[src/rtl/fetch_ctrl.sv]
// fetch_ctrl: owns the architectural PC, sequences imem req/gnt/rvalid fetches and holds the word for decode.
// Optional build macro FETCH_PERF_EN adds perf_fetched / perf_redirect event counters.
module fetch_ctrl #(
    parameter int             PCW      = 32,
    parameter logic [PCW-1:0] RESET_PC = 32'h0000_0000
) (
    input  logic           clk,
    input  logic           rst,
    output logic           imem_req,
    output logic [PCW-1:0] imem_addr,
    input  logic           imem_gnt,
    input  logic           imem_rvalid,
    input  logic [31:0]    imem_rdata,
    output logic           if_valid,
    output logic [31:0]    if_instr,
    output logic [PCW-1:0] if_pc,
    input  logic           id_ready,
    input  logic           redir_valid,
    input  logic [1:0]     redir_type,
    input  logic [PCW-1:0] redir_pc,
    input  logic [31:0]    redir_imm,
    input  logic           redir_zero
`ifdef FETCH_PERF_EN
    ,
    output logic [31:0]    perf_fetched,
    output logic [31:0]    perf_redirect
`endif
);

    typedef enum logic [1:0] {
        S_ISSUE = 2'b00,
        S_WAIT  = 2'b01,
        S_HOLD  = 2'b10
    } state_t;

    state_t         state;
    logic [PCW-1:0] pc;
    logic           kill;
    logic [PCW-1:0] target;
    logic           unused_imm_bits;

    function automatic logic [PCW-1:0] redirect_target(
        input logic [1:0]     rtype,
        input logic [PCW-1:0] rpc,
        input logic [31:0]    imm,
        input logic           zero
    );
        logic [PCW-1:0]        seq_pc;
        logic signed [PCW-1:0] br_off;
        seq_pc = rpc + PCW'(4);
        br_off = {{(PCW-16){imm[13]}}, imm[13:0], 2'b00};
        if (rtype == 2'b10)
            return {rpc[PCW-1:PCW-4], imm[25:0], 2'b00};
        else if (rtype == 2'b01 && zero)
            return seq_pc + br_off;
        else
            return seq_pc;
    endfunction

    assign target          = redirect_target(redir_type, redir_pc, redir_imm, redir_zero);
    assign imem_addr       = pc;
    assign unused_imm_bits = ^redir_imm[31:26];

    // ISSUE always spends one cycle with imem_req low before raising it, so a
    // redirect or a fresh entry never changes imem_addr under an asserted request.
    always_ff @(posedge clk) begin
        if (rst) begin
            state    <= S_ISSUE;
            pc       <= RESET_PC;
            kill     <= 1'b0;
            imem_req <= 1'b0;
            if_valid <= 1'b0;
            if_instr <= '0;
            if_pc    <= '0;
        end else begin
            case (state)
                S_ISSUE: begin
                    if (redir_valid) begin
                        pc       <= target;
                        imem_req <= 1'b0;
                        if (imem_req && imem_gnt) begin
                            state <= S_WAIT;
                            kill  <= 1'b1;
                        end
                    end else if (imem_req && imem_gnt) begin
                        imem_req <= 1'b0;
                        state    <= S_WAIT;
                    end else begin
                        imem_req <= 1'b1;
                    end
                end
                S_WAIT: begin
                    if (redir_valid) begin
                        pc <= target;
                        if (imem_rvalid) begin
                            kill  <= 1'b0;
                            state <= S_ISSUE;
                        end else begin
                            kill <= 1'b1;
                        end
                    end else if (imem_rvalid) begin
                        if (kill) begin
                            kill  <= 1'b0;
                            state <= S_ISSUE;
                        end else begin
                            if_instr <= imem_rdata;
                            if_pc    <= pc;
                            if_valid <= 1'b1;
                            pc       <= pc + PCW'(4);
                            state    <= S_HOLD;
                        end
                    end
                end
                S_HOLD: begin
                    if (redir_valid) begin
                        pc       <= target;
                        if_valid <= 1'b0;
                        state    <= S_ISSUE;
                    end else if (id_ready) begin
                        if_valid <= 1'b0;
                        state    <= S_ISSUE;
                    end
                end
                default: begin
                    state    <= S_ISSUE;
                    imem_req <= 1'b0;
                    if_valid <= 1'b0;
                    kill     <= 1'b0;
                end
            endcase
        end
    end

`ifdef FETCH_PERF_EN
    always_ff @(posedge clk) begin
        if (rst) begin
            perf_fetched  <= '0;
            perf_redirect <= '0;
        end else begin
            if (if_valid && id_ready && !redir_valid)
                perf_fetched <= perf_fetched + 32'd1;
            if (redir_valid && (redir_type == 2'b10 || (redir_type == 2'b01 && redir_zero)))
                perf_redirect <= perf_redirect + 32'd1;
        end
    end
`endif

endmodule

[config.mk]
export PLATFORM = sky130hd
export DESIGN_NAME = fetch_ctrl
export DESIGN_NICKNAME = d
export VERILOG_FILES = /design/src/rtl/fetch_ctrl.sv
export SDC_FILE = /design/constraint.sdc
export NUM_CORES = 1
export LEC_CHECK = 0
export BUFFER_PORTS_ARGS = -buffer_cell sky130_fd_sc_hd__buf_2
export CAP_MARGIN = 10
export CELL_PAD_IN_SITES_DETAIL_PLACEMENT = 2
export CELL_PAD_IN_SITES_GLOBAL_PLACEMENT = 2
export CORE_MARGIN = 2
export CORE_UTILIZATION = 31
export CTS_CLUSTER_SIZE = 16
export DETAILED_ROUTE_END_ITERATION = 8
export PLACE_DENSITY_LB_ADDON = 0.1
export SKIP_CTS_REPAIR_TIMING = 1
export SLEW_MARGIN = 25
export SYNTH_ARGS = -nofsm -noshare
export SYNTH_HDL_FRONTEND = slang
export SYNTH_SLANG_ARGS = --single-unit
[constraint.sdc]
create_clock -name clk -period 8.29 [get_ports clk]
set_input_delay 0.4145 -clock clk [delete_from_list [all_inputs] [get_ports clk]]
set_output_delay 0.4145 -clock clk [all_outputs]
set_load 0.02 [all_outputs]
; ---- After elaboration in Yosys (flattened, before gate mapping)
; Cells that the tools add are included.
[totals]
ff_bits = 101
input_bits = 105
output_inout_bits = 98
wordCells = 68
[classes]
n_addsub = 3
eq_ne = 13
muxes = 30
bitwise_logic = 4
n_reduce_logical = 11
[ops]
columns = op, count
row1 = two-way mux 32 bit, 6
row2 = "adder 32 x 3 -> 32 bit, second input constant", 2
row3 = case mux 32 bit (2 select lines), 1
row4 = adder 32 bit, 1
row5 = two-way mux 2 bit, 7
row6 = two-way mux 1 bit, 12
row7 = AND reduction 4 bit, 3
row8 = "inequality test 2 bit, second input constant", 5
row9 = "inequality test 3 bit, second input constant", 3
row10 = case mux 1 bit (3 select lines), 2
row11 = case mux 2 bit (3 select lines), 1
row12 = AND reduction 5 bit, 1
row13 = "equality test 2 x 1 -> 1 bit, second input constant", 2
row14 = "equality test 2 bit, second input constant", 2
row15 = NOT 1 bit, 4
row16 = OR reduction 2 bit, 2
row17 = AND reduction 3 bit, 1
row18 = logical AND 1 bit, 2
row19 = zero test 2 bit, 1
row20 = "inequality test 2 x 1 -> 1 bit, second input constant", 1
row21 = case mux 1 bit (2 select lines), 1
row22 = nonzero test 2 bit, 1

; ---- Logic depth before layout (Yosys ltp)
[depth]
depth_word = 6
ltp_mapped = 18
ltp_nobuf = 17

; ---- Worst setup path after synthesis
; OpenSTA, ideal clock, no wires.
[synth_path]
path_kind = input port to flip-flop
from = in redir_pc[5]
to = reg pc[31] (netlist: imem_addr[31])
setup_ps = 79
t_arrival_ps = 3422
required_time_ps = 8211
slack_ps = 4789
path_stages = 18
n_path_buf = 1
cell_sequence = and4_1 > and3_1 > buf_2 > nand2_1 > nor2_1 > nand4_1 > xnor2_1 > ha_1 > a21o_1 > a21oi_1 > o21bai_1 > a221oi_1 > o21a_1 > o21ai_1 > a21boi_1 > nor3_1 > o2111ai_2 > o211ai_1
[synth_via]
elab_chain_cells = 6
elab_cells_between_ends = 7
cone_classes = 2 x add/sub / 5 x mux
[synth_rtl]
columns = item, line
row1 = from (decl), 20  ; input logic [PCW-1:0] redir_pc,
row2 = adder 32 x 3 -> 32 bit *, 50  ; seq_pc = rpc + PCW'(4);
row3 = adder 32 bit, 55  ; return seq_pc + br_off;
row4 = two-way mux 32 bit *, 54  ; else if (rtype == 2'b01 && zero)
row5 = two-way mux 32 bit *, 52  ; if (rtype == 2'b10)
row6 = "two-way mux 32 bit, on equally long branches", "78, 115, 93"
row7 = case mux 32 bit (2 select lines) *, 76  ; case (state)
row8 = to (signal assigned), 79  ; pc <= target;
row9 = to (signal assigned), 94  ; pc <= target;
row10 = to (signal assigned), 116  ; pc <= target;
row11 = to (decl), 37  ; logic [PCW-1:0] pc;
; Mark *: on every way between the ends. The rest lies on a longest branch, timed or not. The select of a mux whose other input is x is not followed.
; A chain may end at the register's enable or synchronous reset.

; ---- Worst setup path after layout
[layout_path]
from = in redir_pc[4]
to = reg pc[31] (netlist: imem_addr[31])
; The elaborated chain is that of the path after synthesis.

==> load_flow_metrics.sql <==
INSERT INTO impl_metrics (metric_group, metric, value, unit) VALUES
('routing', 'avg_wl_per_cell', '19.03', 'µm'),
('global_route', 'gr-total-overflow', '0', ''),
('clock_network', 'tritoncts', 'yes', ''),
('finish', 'area_delta_synth_final', '21.56', '%'),
('yosys', 'yosysWarnings', '0', ''),
('timing', 'fmaxAchievable', '236.3', 'MHz'),
('floorplan', 'chipHeight', '155.2', 'µm'),
('status', 'status', 'complete, no violations', ''),
('yosys', 'syn-num-nets', '1137', ''),
('routing', 'route.detailed.vias_per_inst', '5.407', ''),
('global_route', 'globalRouteTotalUtil', '22.43', '%'),
('clock_network', 'clk_path_buf_depth', '2', ''),
('timing', 'tightestPinTransition', '742.3', 'ps'),
('yosys', 'netlist_top_cells_area', 'dfxtp_1 29%, nand2_1 11%, a21oi_1 9.7%', ''),
('finish', 'post-route-util', '38.27', '%'),
('timing', 'final.setup.tns', '0', 'ps'),
('yosys', 'mappedNetlistArea', '7084', 'µm²'),
('routing', 'route.vias.total', '7780', ''),
('yosys', 'netlist.area_leader.share', '28.54', '%'),
('finish', 'post_layout_nonfiller_instances', '1439', ''),
('clock_network', 'clk-insertion-delay-late', '350', 'ps'),
('timing', 'grt_setup_unrepaired', 'no', ''),
('routing', 'drtAntennaViolNets', '0', ''),
('finish', 'drive_above_1_share', '20.97', '%'),
('placement', 'gp_routability_congestion', '0.8507', ''),
('pwr', 'ir_worst_vdd', '0.09885', 'mV'),
('floorplan', 'die_x', '155.2', 'µm'),
('worst_setup_path', 'cp_cell_sequence', 'buf_2 > and4_1 > and3_1 > nand2_1 > nor2_1 > nand4_1 > xnor2_1 > ha_1 > a21o_1 > a21oi_1 > o21bai_1 > a221oi_1 > o21a_1 > o21ai_1 > a21boi_1 > nor3_1 > o2111ai_2 > o211ai_1', ''),
('yosys', 'ys.flop_type', 'dfxtp_1', ''),
('clock_network', 'cts_max_level', '3', ''),
('worst_setup_path', 'critPathRequiredTime', '8560', 'ps'),
('timing', 'finalHoldViolCount', '0', ''),
('routing', 'route.detailed.drc', '0', ''),
('worst_setup_path', 'critical-path-max-stage-delay', '460', 'ps'),
('clock_network', 'reg_clk_slew_reported_paths', '80', 'ps'),
('clock_network', 'cts.sinks', '101', ''),
('worst_setup_path', 'worst-setup-path-type', 'in -> reg', ''),
('timing', 'fin_crit_sh', '51.05', '%'),
('yosys', 'post_synth_inst_count', '989', ''),
('timing', 'final_setup_vio_count', '0', ''),
('finish', 'nNetsFinal', '1297', ''),
('placement', 'placement.io_buffers', '196', ''),
('routing', 'dr.first_iter.drc_count', '254', ''),
('global_route', 'number_of_global_route_vias_before_repair', '8008', ''),
('timing', 'fin_ws', '4058', 'ps'),
('pwr', 'leakagePower', '3.569', 'nW'),
('finish', 'layout.cells.most_common', 'nand2_1', ''),
('placement', 'preCtsSetupSlack', '3727', 'ps'),
('yosys', 'synthesis.area_per_instance', '7.163', 'µm²'),
('yosys', 'yosysTopAreaCell', 'dfxtp_1', ''),
('worst_setup_path', 'setup.worst_path.start_class', 'input port', ''),
('global_route', 'grt_max_degree', '69', ''),
('finish', 'final_cell_mix', '199 x nand2_1, 195 x buf_2, 138 x a21oi_1, 101 x dfxtp_1, 80 x nor2_1', ''),
('placement', 'hpwlAfterDp', '20970', 'µm'),
('yosys', 'synth-edff-count', '0', ''),
('min_path', 'worstHoldPathType', 'in -> reg', ''),
('timing', 'finalMaxSlewViolations', '0', ''),
('worst_setup_path', 'worst_ep_arrival_time', '4510', 'ps'),
('timing', 'worst_clock_skew', '8.779', 'ps'),
('floorplan', 'floorplan.die_area', '24080', 'µm²'),
('yosys', 'synth_cell_type_count', '73', ''),
('global_route', 'grt_pass1_wl', '43750', 'µm'),
('global_route', 'number_of_antenna_violations_at_the_first_check_in_global_routing', '0', ''),
('worst_setup_path', 'cp_top_family', 'compound AO/OA/AOI/OAI gates', ''),
('routing', 'routed_wirelength', '27380', 'µm'),
('timing', 'fin_crit', '4232', 'ps'),
('floorplan', 'top_level_ports', '203', ''),
('routing', 'iteration_count_of_the_initial_detailed_routing_pass', '4', ''),
('floorplan', 'design.core.area', '22500', 'µm²'),
('worst_setup_path', 'end_kind', 'flip-flop', ''),
('run', 'drv_cap', '0', '');
==> through the flow <==
| step | instance area (µm²) | power [mW] | hold WS (ps) |
|---|---|---|---|
| after floorplan | 7084 | 1.033 | 487.9 |
| after global placement | 8295 | 1.255 | 439.8 |
| after detailed placement | 8295 | 1.273 | 447.5 |
| after CTS | 8612 | 1.736 | 277.3 |
| after global routing | 8612 | 1.827 | 290.7 |
| final | 8612 | 1.715 | 291.5 |
==> cells in the mapped netlist (3+ instances only) <==
library cell	instances
a211oi_1	8
a21boi_1	4
a21o_1	13
a21oi_1	138
a221oi_1	5
a22oi_1	6
a31oi_1	10
a41oi_1	3
and2_1	9
and3_1	12
and4_1	3
buf_1	7
clkbuf_1	49
dfxtp_1	101
ha_1	42
inv_1	12
mux2i_1	3
nand2_1	200
nand2b_1	5
nand3_1	36
nand3b_1	4
nand4_1	18
nor2_1	80
nor2b_1	4
nor3_1	21
nor4_1	3
o211ai_1	17
o21a_1	7
o21ai_0	46
o21ai_1	10
o21bai_1	6
o22ai_1	5
or3_1	7
xnor2_1	30
xor2_1	17
==> cell families after synthesis <==
group                      count (synthesis)  share of synthesized area [%]
and+or+nand+nor                          419                          27.38
AOI/OAI and AO/OA                        306                          26.40
DFF                                      101                          28.54
buffers and inverters                     70                          3.744
xor gates and xnor gates                  47                          5.811
adders and majority gates                 43                          7.700
muxes                                      3                         0.4239
==> layer usage <==
layer  global-route usage (%)  routed length, µm
met3                    2.117                897
met2                    39.03              12860
met1                    30.75              13430
met5                        0                  0
met4                    3.539                185
==> flip-flops by register name (all words and copies together) (netlist names) <==
signal and cells:
kill 1, imem_addr 32, imem_req 1, if_valid 1, if_instr 32, if_pc 32, state 2
==> power breakdown <==
group | switching (mW) | total (mW) | internal [mW]
logic | 0.419 | 0.641 | 0.222
clock network | 0.211 | 0.453 | 0.242
registers | 0.0798 | 0.621 | 0.541
==> area by class of cell <==
class,count,area [µm²]
clock inverters,7,91.34
repair buffers,207,1066
inverters,12,45.04
multi-input cells,818,4806
well taps,285,356.6
clock buffers,9,225.2
fillers,2753,13890
flip-flops and latches,101,2022
==> final timing paths <==
kind / startpoint / to / slack, ps / cells past startpoint
worst max-delay path: redir_pc[4] / imem_addr[31] / 4060 / 18
worst min-delay path: imem_rdata[17] / if_instr[17] / 290 / 3
worst max register to register: state[0] / imem_addr[31] / 5550 / 9
worst min register to register: if_instr[13] / if_instr[13] / 450 / 2
==> tightest hold or removal path, stage by stage <==
cell and delay, ps:
buf_2 100, nand2_1 50, a21oi_1 50
Note: power is estimated with default switching activity, not from simulation.
